==> config.mk <==
export PLATFORM = sky130hd
export DESIGN_NAME = rom_port_arbiter_flat
export DESIGN_NICKNAME = d
export VERILOG_FILES = /design/src/rtl/rom_port_arbiter_if.sv /design/src/rtl/rom_port_arbiter.sv /design/src/flat_wrapper.sv
export SDC_FILE = /design/constraint.sdc
export NUM_CORES = 1
export LEC_CHECK = 0
export BUFFER_PORTS_ARGS = -buffer_cell sky130_fd_sc_hd__buf_2
export CELL_PAD_IN_SITES_DETAIL_PLACEMENT = 0
export CELL_PAD_IN_SITES_GLOBAL_PLACEMENT = 1
export CORE_MARGIN = 10
export CORE_UTILIZATION = 33
export CTS_CLUSTER_DIAMETER = 200
export CTS_CLUSTER_SIZE = 30
export DETAILED_ROUTE_END_ITERATION = 12
export PLACE_DENSITY = 0.86
export SYNTH_ARGS = -nofsm -noshare
export SYNTH_HDL_FRONTEND = slang
export SYNTH_SLANG_ARGS = --single-unit
export TNS_END_PERCENT = 50
==> constraint.sdc <==
create_clock -name clk -period 1.8 [get_ports clk]
set_input_delay 0 -clock clk [delete_from_list [all_inputs] [get_ports clk]]
set_output_delay 0 -clock clk [all_outputs]
set_load 0.01 [all_outputs]
==> src/rtl/rom_port_arbiter_if.sv <==
// Bundle of the fetch, load and ROM-side signals around the shared ROM read port.
// The slave modport is the arbiter; master is the requesters plus the ROM.
interface rom_port_arbiter_if #(
    parameter int ADDR_WIDTH = 32
);
    logic                  if_req;
    logic [ADDR_WIDTH-1:0] if_addr;
    logic                  if_gnt;
    logic                  if_rvalid;
    logic [31:0]           if_rdata;

    logic                  ls_req;
    logic [ADDR_WIDTH-1:0] ls_addr;
    logic [1:0]            ls_size;
    logic                  ls_unsigned;
    logic                  ls_gnt;
    logic                  ls_rvalid;
    logic [31:0]           ls_rdata;
    logic                  ls_err;

    logic [ADDR_WIDTH-1:0] rom_addr;
    logic [31:0]           rom_data;

    modport master (
        output if_req, if_addr, ls_req, ls_addr, ls_size, ls_unsigned, rom_data,
        input  if_gnt, if_rvalid, if_rdata, ls_gnt, ls_rvalid, ls_rdata, ls_err, rom_addr
    );

    modport slave (
        input  if_req, if_addr, ls_req, ls_addr, ls_size, ls_unsigned, rom_data,
        output if_gnt, if_rvalid, if_rdata, ls_gnt, ls_rvalid, ls_rdata, ls_err, rom_addr
    );
endinterface

==> src/rtl/rom_port_arbiter.sv <==
// Round-robin sharing of the combinational program-ROM read port between
// instruction fetch and the load unit, with load byte/half extraction.
module rom_port_arbiter #(
    parameter int ADDR_WIDTH  = 32,
    parameter bit FETCH_FIRST = 1'b1
) (
    input logic            clk,
    input logic            rst,
    rom_port_arbiter_if.slave bus
);
    logic                  last_ls;
    logic                  grant_if;
    logic                  grant_ls;
    logic [ADDR_WIDTH-1:0] gnt_addr;
    logic [ADDR_WIDTH-1:0] rom_addr_q;
    logic                  ls_bad;
    logic [7:0]            ls_byte;
    logic [15:0]           ls_half;
    logic [31:0]           ls_ext;

    logic                  if_rvalid_q;
    logic [31:0]           if_rdata_q;
    logic                  ls_rvalid_q;
    logic [31:0]           ls_rdata_q;
    logic                  ls_err_q;

    // Tie goes to whichever port did not win last; reset gates both grants.
    always_comb begin
        grant_if = !rst && bus.if_req && (!bus.ls_req || last_ls);
        grant_ls = !rst && bus.ls_req && (!bus.if_req || !last_ls);
        gnt_addr = grant_ls ? bus.ls_addr : bus.if_addr;
    end

    always_comb begin
        ls_byte = 8'(bus.rom_data >> {bus.ls_addr[1:0], 3'b000});
        ls_half = bus.ls_addr[1] ? bus.rom_data[31:16] : bus.rom_data[15:0];
        ls_bad  = (bus.ls_size == 2'b11)
               || (bus.ls_size == 2'b01 && bus.ls_addr[0])
               || (bus.ls_size == 2'b10 && bus.ls_addr[1:0] != 2'b00);
        ls_ext  = '0;
        case (bus.ls_size)
            2'b00:   ls_ext = {{24{!bus.ls_unsigned && ls_byte[7]}}, ls_byte};
            2'b01:   ls_ext = {{16{!bus.ls_unsigned && ls_half[15]}}, ls_half};
            2'b10:   ls_ext = bus.rom_data;
            default: ls_ext = '0;
        endcase
        if (ls_bad) begin
            ls_ext = '0;
        end
    end

    // Address only moves on a grant so the ROM never sees a spurious access.
    assign bus.rom_addr = rst ? '0
                        : (grant_if || grant_ls) ? (gnt_addr & ~ADDR_WIDTH'(3))
                        : rom_addr_q;

    always_ff @(posedge clk) begin
        if (rst) begin
            last_ls     <= FETCH_FIRST;
            rom_addr_q  <= '0;
            if_rvalid_q <= 1'b0;
            if_rdata_q  <= '0;
            ls_rvalid_q <= 1'b0;
            ls_rdata_q  <= '0;
            ls_err_q    <= 1'b0;
        end else begin
            if (grant_if || grant_ls) begin
                last_ls    <= grant_ls;
                rom_addr_q <= bus.rom_addr;
            end
            if_rvalid_q <= grant_if;
            if (grant_if) begin
                if_rdata_q <= bus.rom_data;
            end
            ls_rvalid_q <= grant_ls;
            ls_err_q    <= grant_ls && ls_bad;
            if (grant_ls) begin
                ls_rdata_q <= ls_ext;
            end
        end
    end

    assign bus.if_gnt    = grant_if;
    assign bus.ls_gnt    = grant_ls;
    assign bus.if_rvalid = if_rvalid_q;
    assign bus.if_rdata  = if_rdata_q;
    assign bus.ls_rvalid = ls_rvalid_q;
    assign bus.ls_rdata  = ls_rdata_q;
    assign bus.ls_err    = ls_err_q;
endmodule

==> src/flat_wrapper.sv <==
// flat-port wrapper written by rule: the top's interface ports become plain ports
module rom_port_arbiter_flat 
#(
    parameter int ADDR_WIDTH  = 32,
    parameter bit FETCH_FIRST = 1'b1
)
  (clk, rst, bus_if_req, bus_if_addr, bus_ls_req, bus_ls_addr, bus_ls_size, bus_ls_unsigned, bus_rom_data, bus_if_gnt, bus_if_rvalid, bus_if_rdata, bus_ls_gnt, bus_ls_rvalid, bus_ls_rdata, bus_ls_err, bus_rom_addr);
  rom_port_arbiter_if #(.ADDR_WIDTH(ADDR_WIDTH)) bus_i ();
  input logic clk;
  input logic rst;
  input wire logic [$bits(bus_i.if_req)-1:0] bus_if_req;
  input wire logic [$bits(bus_i.if_addr)-1:0] bus_if_addr;
  input wire logic [$bits(bus_i.ls_req)-1:0] bus_ls_req;
  input wire logic [$bits(bus_i.ls_addr)-1:0] bus_ls_addr;
  input wire logic [$bits(bus_i.ls_size)-1:0] bus_ls_size;
  input wire logic [$bits(bus_i.ls_unsigned)-1:0] bus_ls_unsigned;
  input wire logic [$bits(bus_i.rom_data)-1:0] bus_rom_data;
  output wire logic [$bits(bus_i.if_gnt)-1:0] bus_if_gnt;
  output wire logic [$bits(bus_i.if_rvalid)-1:0] bus_if_rvalid;
  output wire logic [$bits(bus_i.if_rdata)-1:0] bus_if_rdata;
  output wire logic [$bits(bus_i.ls_gnt)-1:0] bus_ls_gnt;
  output wire logic [$bits(bus_i.ls_rvalid)-1:0] bus_ls_rvalid;
  output wire logic [$bits(bus_i.ls_rdata)-1:0] bus_ls_rdata;
  output wire logic [$bits(bus_i.ls_err)-1:0] bus_ls_err;
  output wire logic [$bits(bus_i.rom_addr)-1:0] bus_rom_addr;
  assign bus_i.if_req = bus_if_req;
  assign bus_i.if_addr = bus_if_addr;
  assign bus_i.ls_req = bus_ls_req;
  assign bus_i.ls_addr = bus_ls_addr;
  assign bus_i.ls_size = bus_ls_size;
  assign bus_i.ls_unsigned = bus_ls_unsigned;
  assign bus_i.rom_data = bus_rom_data;
  assign bus_if_gnt = bus_i.if_gnt;
  assign bus_if_rvalid = bus_i.if_rvalid;
  assign bus_if_rdata = bus_i.if_rdata;
  assign bus_ls_gnt = bus_i.ls_gnt;
  assign bus_ls_rvalid = bus_i.ls_rvalid;
  assign bus_ls_rdata = bus_i.ls_rdata;
  assign bus_ls_err = bus_i.ls_err;
  assign bus_rom_addr = bus_i.rom_addr;
  rom_port_arbiter #(.ADDR_WIDTH(ADDR_WIDTH), .FETCH_FIRST(FETCH_FIRST)) u_core (.clk(clk), .rst(rst), .bus(bus_i));
endmodule
* After elaboration in Yosys (flattened, before gate mapping)
Index checks and enable logic that the tools add are counted.
** Word-level totals
- RAM bits :: 0
- Memories kept :: 0
- Word-level logic and storage cells :: 38
- Bits of input ports :: 103
- Bits in registers :: 100
- Memory bits (read-only) :: 0
- Output and inout port bits :: 101
- Bits in latches :: 0
** Operators by class
- Add/subtract/negate cells :: 0
- Reduce and logical (&&, ||, !) cells :: 21
- Eq/ne operators :: 3
- Muxes and demuxes :: 6
- Bitwise gates (word level) :: 0
- Order comparisons :: 0
- Shift-type cells :: 1
- Divide/modulo/power cells :: 0
- Multiply operators :: 0
** Operator list (count)
- 2-to-1 mux 32 bit :: 4
- case mux 32 bit (3 select lines) :: 1
- >> shifter 32 x 5 -> 8 bit :: 1
- 2-to-1 mux 16 bit :: 1
- logical AND 1 bit :: 9
- logical NOT 1 bit :: 5
- logical OR 1 bit :: 5
- == test 2 bit (second input constant) :: 2
- == test 2 x 1 -> 1 bit (second input constant) :: 1
- logical NOT 2 bit :: 1
- nonzero test 2 bit :: 1

* Longest topological paths before layout
Gate-level depths: netlist of the first run.
- Depth after elaboration :: 6
- Depth in mapped cells :: 7
- Depth with buffers taken out :: 5

* Worst setup path before layout of the first run
OpenSTA, ideal clock, no wires.
- Path type :: register to register
- Start point :: register u_core.last_ls
- End point :: register u_core.ls_rdata_q[23], in the netlist u_core.bus.ls_rdata[23]
- Buffers on the path :: 2
- Required time :: 1740 ps
- Data arrival time :: 1538 ps
- Slack :: 203 ps
- Clock period less this slack :: 1597 ps
- Setup time :: 60 ps
- Cell stages (with the launch flop) :: 7
- Path through :: dfxtp_1 -> buf_2 -> a21bo_4 -> or2_4 -> nor4b_4 -> buf_6 -> a221o_1
** On the way
- Word-level cells in the longest chain between the ends :: 3
** Ends and longest elaborated chain
- start: declaration :: RTL line rom_port_arbiter.sv:11 : logic last_ls;
- start signal: assignment :: RTL line rom_port_arbiter.sv:68 : last_ls <= grant_ls;
- logical NOT 1 bit :: RTL line rom_port_arbiter.sv:30 : grant_ls = !rst && bus.ls_req && (!bus.if_req || !last_ls);
- logical OR 1 bit :: RTL line rom_port_arbiter.sv:30
- logical AND 1 bit :: RTL line rom_port_arbiter.sv:30
- end signal: assignment :: RTL line rom_port_arbiter.sv:78 : ls_rdata_q <= ls_ext;
- end: declaration :: RTL line rom_port_arbiter.sv:24 : logic [31:0] ls_rdata_q;
No other way between the ends.
A chain may end at the register's enable or synchronous reset.

* Final worst setup path of the first run
- Start point :: register u_core.last_ls
- End point :: register u_core.rom_addr_q[31]
** On the way
- Word-level cells in the longest chain between the ends :: 6
- Elaborated cells on any way between the ends :: 9
- Those cells by class :: 3 x mux; 6 x reduce/logical
** Ends and longest elaborated chain
- logical NOT 1 bit :: RTL line rom_port_arbiter.sv:30
- logical OR 1 bit :: RTL line rom_port_arbiter.sv:30
- logical AND 1 bit :: RTL line rom_port_arbiter.sv:30
- 2-to-1 mux 32 bit / logical OR 1 bit (equally long branches) :: RTL line rom_port_arbiter.sv:31, rom_port_arbiter.sv:54, rom_port_arbiter.sv:67
- 2-to-1 mux 32 bit :: RTL line rom_port_arbiter.sv:54 : : (grant_if || grant_ls) ? (gnt_addr & ~ADDR_WIDTH'(3))
- 2-to-1 mux 32 bit :: RTL line rom_port_arbiter.sv:53 : assign bus.rom_addr = rst ? '0
- end signal: assignment :: RTL line rom_port_arbiter.sv:69 : rom_addr_q <= bus.rom_addr;
- end: declaration :: RTL line rom_port_arbiter.sv:15 : logic [ADDR_WIDTH-1:0] rom_addr_q;
Several ways; a longest one is shown, not always the timed one.

==> summary.md, run 1 <==
| Metric | Value |
|---|---|
| Global-route wire length before repair | `27000 um` |
| Most used standard cell by instance count after synthesis | `dfxtp_1` |
| Layout Cells excl Fill | `964` |
| Worst-Margin Slew | `633 ps` |
| Setup repair after global routing missed its margin | `true` |
| Number of global-route vias before repair | `5182` |
| Top cell type by total area after synthesis | `dfxtp_1` |
| Clock root buffer | `clkbuf_16` |
| Post-layout nets | `885` |
| Die area | `18600 sq um` |
| Worst Setup Start Kind | `flip-flop` |
| Mapped cell area | `4460 sq um` |
| Max-slew violations | `0` |
| CTS sink cnt | `100` |
| Row count | `42` |
| Worst EP required | `2090 ps` |
| Synth cell count leaders | `dfxtp_1 (100), nand2_1 (96), nor2_1 (60), nor4_1 (46), a21oi_1 (34)` |
| DRT Pass-1 Iters | `5` |
| Post-DP HPWL | `12600 um` |
| Sequential share of the synthesized area | `44.8%` |
| Gpl congestion | `0.905` |
| WL/cell | `17.9 um` |
| Main flop type after synthesis | `dfxtp_1` |
| EDFF count, synth | `0` |
| Vias | `5026` |
| Total gr overflow | `0` |
| Hold Path Class | `input port to flip-flop` |
| Clk_skew | `5.48 ps` |
| Post-synthesis register bit count | `100` |
| Run status | `finished, final reports clean` |
| Ranking of synthesized cells by area | `dfxtp_1 (45%), nand2_1 (8.1%), mux2_2 (7.3%), nor4_1 (6.4%), nor2_1 (5.0%)` |
| Synth Warn # | `0` |
| CTS tree | `built` |
| Syn avg cell area | `8.38 sq um` |
| Leakage power figure | `3.04 nW` |
| Share of cells above drive strength 1 | `35.1%` |
| Initial antenna violation count | `1` |
| Initial drt markers | `242` |
| Reg2reg setup slack | `80 ps` |
| Die height | `136 um` |
| CTS Buf Count | `9` |
| Final worst path period share | `95.5%` |
| Post-Synthesis Cells | `533` |
| PnR worst setup slack | `81.4 ps` |
| Final min period | `1720 ps` |
| DP Worst Slack | `51.5 ps` |
| Detailed-route wire length | `17300 um` |
| Clock transition at path regs | `70 ps` |
| Setup violators final | `0` |
| Worst-Skew Late Latency | `350 ps` |
| VDD IR max | `0.000735 V` |
| Initial Utilization | `33.7%` |
| Crit Path Category | `flip-flop to flip-flop` |
| H-tree levels | `3` |
| Core box area | `13200 sq um` |
| FILL cells | `1246` |
| PortBufs | `201` |
| Power per Cell Area | `796 nW/um^2` |
| Area grow syn2layout | `49.7%` |
| Setup crit end kind | `flip-flop` |
| Finished Core Util | `50.5%` |
| Detail Route Antenna Nets | `0` |
| TNS Setup | `0 ps` |
| Top Ports | `204` |
| Rel. slew slack | `57.8%` |
| Max FO, Critical Path | `10` |
| DRC | `0` |
| Endpoints failing hold | `0` |
| Async set or reset register ratio after synthesis | `0%` |
| Max-cap violation count | `0` |
| CTS Buffer Depth | `2` |
| Pwr Total | `5.32 mW` |
| Mapped Nets | `636` |
| Fmax | `0.582 GHz` |
| CP arrival | `2010 ps` |
| Top-area cell type share of the netlist area | `44.8%` |
| Dpl cells | `877` |
| Distinct cell type count after synthesis | `37` |
| Pin count of the biggest net entering global routing | `63` |
| Die Wd | `136 um` |
| Gr usage total | `18.0%` |
| Vias/cell | `5.21` |
==> critical path: stages, from the launching register on <==
cell and delay [ps]:
dfxtp_4 370, o21ai_4 190, buf_6 170, nand2_1 90, a311oi_2 270, dlygate4sd3_1 580
==> kinds of logic (layout without fill, tap and decap cells) <==
family	Yosys count	after routing	synth area share, %
flops	100	100	44.8
mux	32	32	7.99
other cells	0	1	0
simple gates	244	244	25.2
compound gates	106	106	17.2
buf+inv	51	305	4.79
==> layer usage <==
metal	vias up	GRT usage (%)	part of all wire (%)
met1	2328	19.5	39
met3	44	8.12	11
met4	0	8.46	3.3
li1	2441	-	-
met2	213	29.6	48
met5	-	0	0
==> repair_timing <==
item | CTS | global route
hold buffers | 68 | 0
hold endpoints to repair | 84 | 0
setup buffers | 0 | 2
setup endpoints to repair | 1 | 12
gates resized for setup | 1 | 8
pin swaps | 1 | 2
==> final timing paths <==
check / from / end / cells past startpoint
max: u_core.last_ls$_SDFFE_PP1N_ / u_core.rom_addr_q[31]$_SDFFE_PP0N_ / 5
min: bus_if_addr[11] / u_core.rom_addr_q[11]$_SDFFE_PP0N_ / 3
max reg2reg: u_core.last_ls$_SDFFE_PP1N_ / u_core.rom_addr_q[31]$_SDFFE_PP0N_ / 5
min reg2reg: u_core.bus.if_rdata[3]$_SDFFE_PP0P_ / u_core.bus.if_rdata[3]$_SDFFE_PP0P_ / 2
==> layout by cell type, fill, tap and decap left out, types with 2 or more instances in the layout <==
master / n
o21ai_0: 10
clkinv_4: 2
a311oi_1: 10
inv_1: 4
nor3_1: 27
dfxtp_1: 99
and3_1: 4
nand2b_1: 2
a21oi_1: 34
a222oi_1: 6
mux2_2: 29
o211ai_1: 8
clkbuf_16: 9
a21o_1: 2
a311oi_2: 4
dlygate4sd3_1: 68
buf_6: 2
nor2b_1: 2
buf_2: 200
clkinv_2: 2
buf_12: 3
a221o_1: 16
nor2_1: 60
inv_6: 2
mux2i_1: 3
nor4_1: 46
buf_4: 12
nand2_1: 96
a22oi_1: 8
==> where the power goes <==
group / internal, mW / switching [mW]
Clock: 0.957 / 0.899
Combinational: 0.500 / 0.581
Sequential: 2.33 / 0.0489
==> through the flow <==
stage	area (sq um)	hold slack [ps]
6_report	6680	19.4
5_1_grt	6680	49.8
4_1_cts	6630	1.03
3_5_place_dp	5660	281
3_3_place_gp	5660	274
2_1_floorplan	4460	136
==> sequential cells by signal (all words and copies together), names as in the netlist <==
name and cells:
u_core.bus.if_rdata 32, u_core.bus.if_rvalid 1, u_core.bus.ls_err 1, u_core.bus.ls_rdata 32, u_core.bus.ls_rvalid 1, u_core.last_ls 1, u_core.rom_addr_q 32
==> cell type report <==
type / instances / area (sq um) / area share (%)
tap: 176 / 220 / 3.30
inverter: 4 / 15.0 / 0.225
clock inverter: 7 / 56.3 / 0.843
timing repair buffer: 285 / 1850 / 27.8
clock buffer: 9 / 225 / 3.37
antenna: 1 / 2.50 / 0.0375
multi-input combinational: 382 / 2300 / 34.5
sequential: 100 / 2010 / 30.0
No activity file was read; power rests on OpenSTA's default activity.
==> inputs of run 2 (changes only) <==
--- a/config.mk
+++ b/config.mk
@@ -14,6 +14,7 @@
 export CTS_CLUSTER_SIZE = 30
 export DETAILED_ROUTE_END_ITERATION = 12
 export PLACE_DENSITY = 0.86
+export REMOVE_ABC_BUFFERS = 1
 export SYNTH_ARGS = -nofsm -noshare
 export SYNTH_HDL_FRONTEND = slang
 export SYNTH_SLANG_ARGS = --single-unit
==> run 2 against run 1 <==
Die area unchanged. First-iteration DRC count is 44% higher. Hold slack got worse by 8.9 ps. Critical path depth did not move. Total power hardly changed. Combinational power about the same. Global-route usage is 0.79 points lower. Critical path type is now flip-flop to output pin. Largest cell class unchanged.
==> summary.md, run 2 (synthesis gave the netlist of run 1 again) <==
| Metric | Value |
|---|---|
| Gr usage total | `17.3%` |
| Hold EP | `u_core.rom_addr_q[11]$_SDFFE_PP0N_` |
| Reg2reg setup slack | `220 ps` |
| Clock transition at path regs | `70 ps` |
| Finished Core Util | `50.2%` |
| Die area | `18600 sq um` |
| Final worst path period share | `96.7%` |
| Crit Path Category | `flip-flop to output pin` |
| WL/cell | `17.2 um` |
| Worst-Margin Slew | `465 ps` |
| DRT Pass-1 Iters | `6` |
| VDD IR max | `0.000384 V` |
| Setup crit end kind | `output pin` |
| Global-route wire length before repair | `26200 um` |
| CTS sink cnt | `100` |
| Vias | `5022` |
| Initial antenna violation count | `1` |
| Area grow syn2layout | `49.0%` |
| Gpl congestion | `0.817` |
| Initial drt markers | `349` |
| Hold path startpoint | `bus_if_addr[11]` |
| Die height | `136 um` |
| Endpoints failing hold | `0` |
| Met3 WL | `1850 um` |
| Max-cap violation count | `0` |
| Post-DP HPWL | `12000 um` |
| R2r endpoint | `u_core.bus.if_rdata[11]$_SDFFE_PP0P_` |
| Fin area | `6650 sq um` |
| Worst r2r src | `u_core.last_ls$_SDFFE_PP1N_` |
| Most common cell after layout, fill and taps aside | `buf_2` |
| CTS Buf Count | `9` |
| Final min period | `1740 ps` |
| Core box area | `13200 sq um` |
| Initial Utilization | `33.7%` |
| Detail Route Antenna Nets | `0` |
| Worst EP required | `1800 ps` |
| CTS tree | `built` |
| Pin count of the biggest net entering global routing | `67` |
| Setup violators final | `0` |
| PortBufs | `201` |
| Clk_skew | `6.77 ps` |
| Leakage power figure | `3.01 nW` |
| DRC | `0` |
| Met1 WL | `6840 um` |
| CP arrival | `1740 ps` |
| Die Wd | `136 um` |
| H-tree levels | `3` |
| Final hold slack | `10.5 ps` |
| Hold Path Class | `input port to flip-flop` |
| Number of global-route vias before repair | `5085` |
| Max-slew violations | `0` |
| Vias/cell | `5.24` |
| Row count | `42` |
| Worst-Skew Late Latency | `350 ps` |
| DP Area | `5690 sq um` |
| Fmax | `0.574 GHz` |
| PnR worst setup slack | `59.3 ps` |
| Run status | `finished, final reports clean` |
| Total gr overflow | `0` |
| Layout Cells excl Fill | `959` |
| Rel. slew slack | `68.9%` |
| DR top layer | `met4` |
| Share of cells above drive strength 1 | `35.5%` |
| Worst Reg2Reg Path Length in Cells | `6` |
| Power per Cell Area | `800 nW/um^2` |
| FILL cells | `1273` |
| CTS Buffer Depth | `2` |
| Most frequent cells in the layout | `buf_2 (201), dfxtp_1 (99), nand2_1 (96)` |
| Detailed-route wire length | `16500 um` |
| Clock root buffer | `clkbuf_16` |
| DP Worst Slack | `229 ps` |
| Top Ports | `204` |
| Post-layout nets | `880` |
| Worst Setup Start Kind | `flip-flop` |
| Max FO, Critical Path | `8` |
| Dpl cells | `879` |
| Met2 WL | `7630 um` |
| Setup repair after global routing missed its margin | `true` |
| Hold Path Stages | `3` |
==> run 2: changes by cell type in the layout (fill, tap and decap cells not counted), moves of 2 or more <==
| cell | before | now |
|---|---|---|
| nor4_1 | 46 | 42 |
| inv_6 | 2 | 0 |
| a311oi_1 | 10 | 12 |
| dlygate4sd3_1 | 68 | 62 |
| clkinvlp_4 | 0 | 2 |
| nor4_2 | 0 | 4 |
| buf_4 | 12 | 10 |
| a311oi_2 | 4 | 2 |
==> run 2: worst max path at each step <==
| stage | from | to | slack (ps) | depth (start not counted) |
|---|---|---|---|---|
| global placement | u_core.last_ls$_SDFFE_PP1N_ | u_core.bus.ls_rdata[18]$_SDFFE_PP0N_ | 260 | 5 |
| detailed placement | u_core.last_ls$_SDFFE_PP1N_ | u_core.bus.ls_rdata[16]$_SDFFE_PP0N_ | 230 | 5 |
| floorplan | u_core.last_ls$_SDFFE_PP1N_ | bus_rom_addr[13] | -1800 | 4 |
| CTS | u_core.last_ls$_SDFFE_PP1N_ | bus_rom_addr[9] | 20 | 5 |
| finish | u_core.last_ls$_SDFFE_PP1N_ | bus_rom_addr[26] | 60 | 5 |
| global route | u_core.last_ls$_SDFFE_PP1N_ | bus_rom_addr[9] | 6 | 5 |
==> run 2: stage by stage <==
step / setup TNS, ps / total power [mW]
after detailed placement: 0 / 3.37
after floorplan: -177300 / 2.88
final: 0 / 5.32
after global routing: 0 / 5.59
after global placement: 0 / 3.34
after CTS: 0 / 5.36
==> run 2: timing repair <==
action,in CTS,in global routing
pin swaps,0,1
resized for setup,1,9
hold buffers,62,0
hold endpoints to repair,79,0
gates cloned,0,0
setup endpoints to repair,1,21
buffers inserted,0,1
==> run 2: power by group <==
part | internal [mW] | switching [mW] | leakage [nW]
Combinational | 0.492 | 0.568 | 2.05
Clock | 0.960 | 0.919 | 0.135
Sequential | 2.33 | 0.0484 | 0.821
==> run 2: routing by layer <==
metal / up-vias / global-route usage, %
met1: 2362 / 20.4
met2: 211 / 28.2
met4: 0 / 4.91
met5: - / 0
li1: 2433 / -
met3: 16 / 7.08
==> run 2: critical path: stages, from the launching register on <==
cell and delay [ps]:
dfxtp_2 390, inv_1 90, a21boi_4 270, nand2_1 150, a311oi_2 300, buf_2 190
==> run 2: layout make-up <==
| cell class | instances | area (sq um) | area share [%] |
|---|---|---|---|
| clock inverters | 7 | 60.1 | 0.903 |
| well taps | 176 | 220 | 3.31 |
| clock buffers | 9 | 225 | 3.39 |
| flip-flops and latches | 100 | 2000 | 30.1 |
| inverters | 4 | 15.0 | 0.226 |
| repair buffers | 280 | 1820 | 27.3 |
| multi-input cells | 382 | 2310 | 34.7 |
| diodes | 1 | 2.50 | 0.0376 |
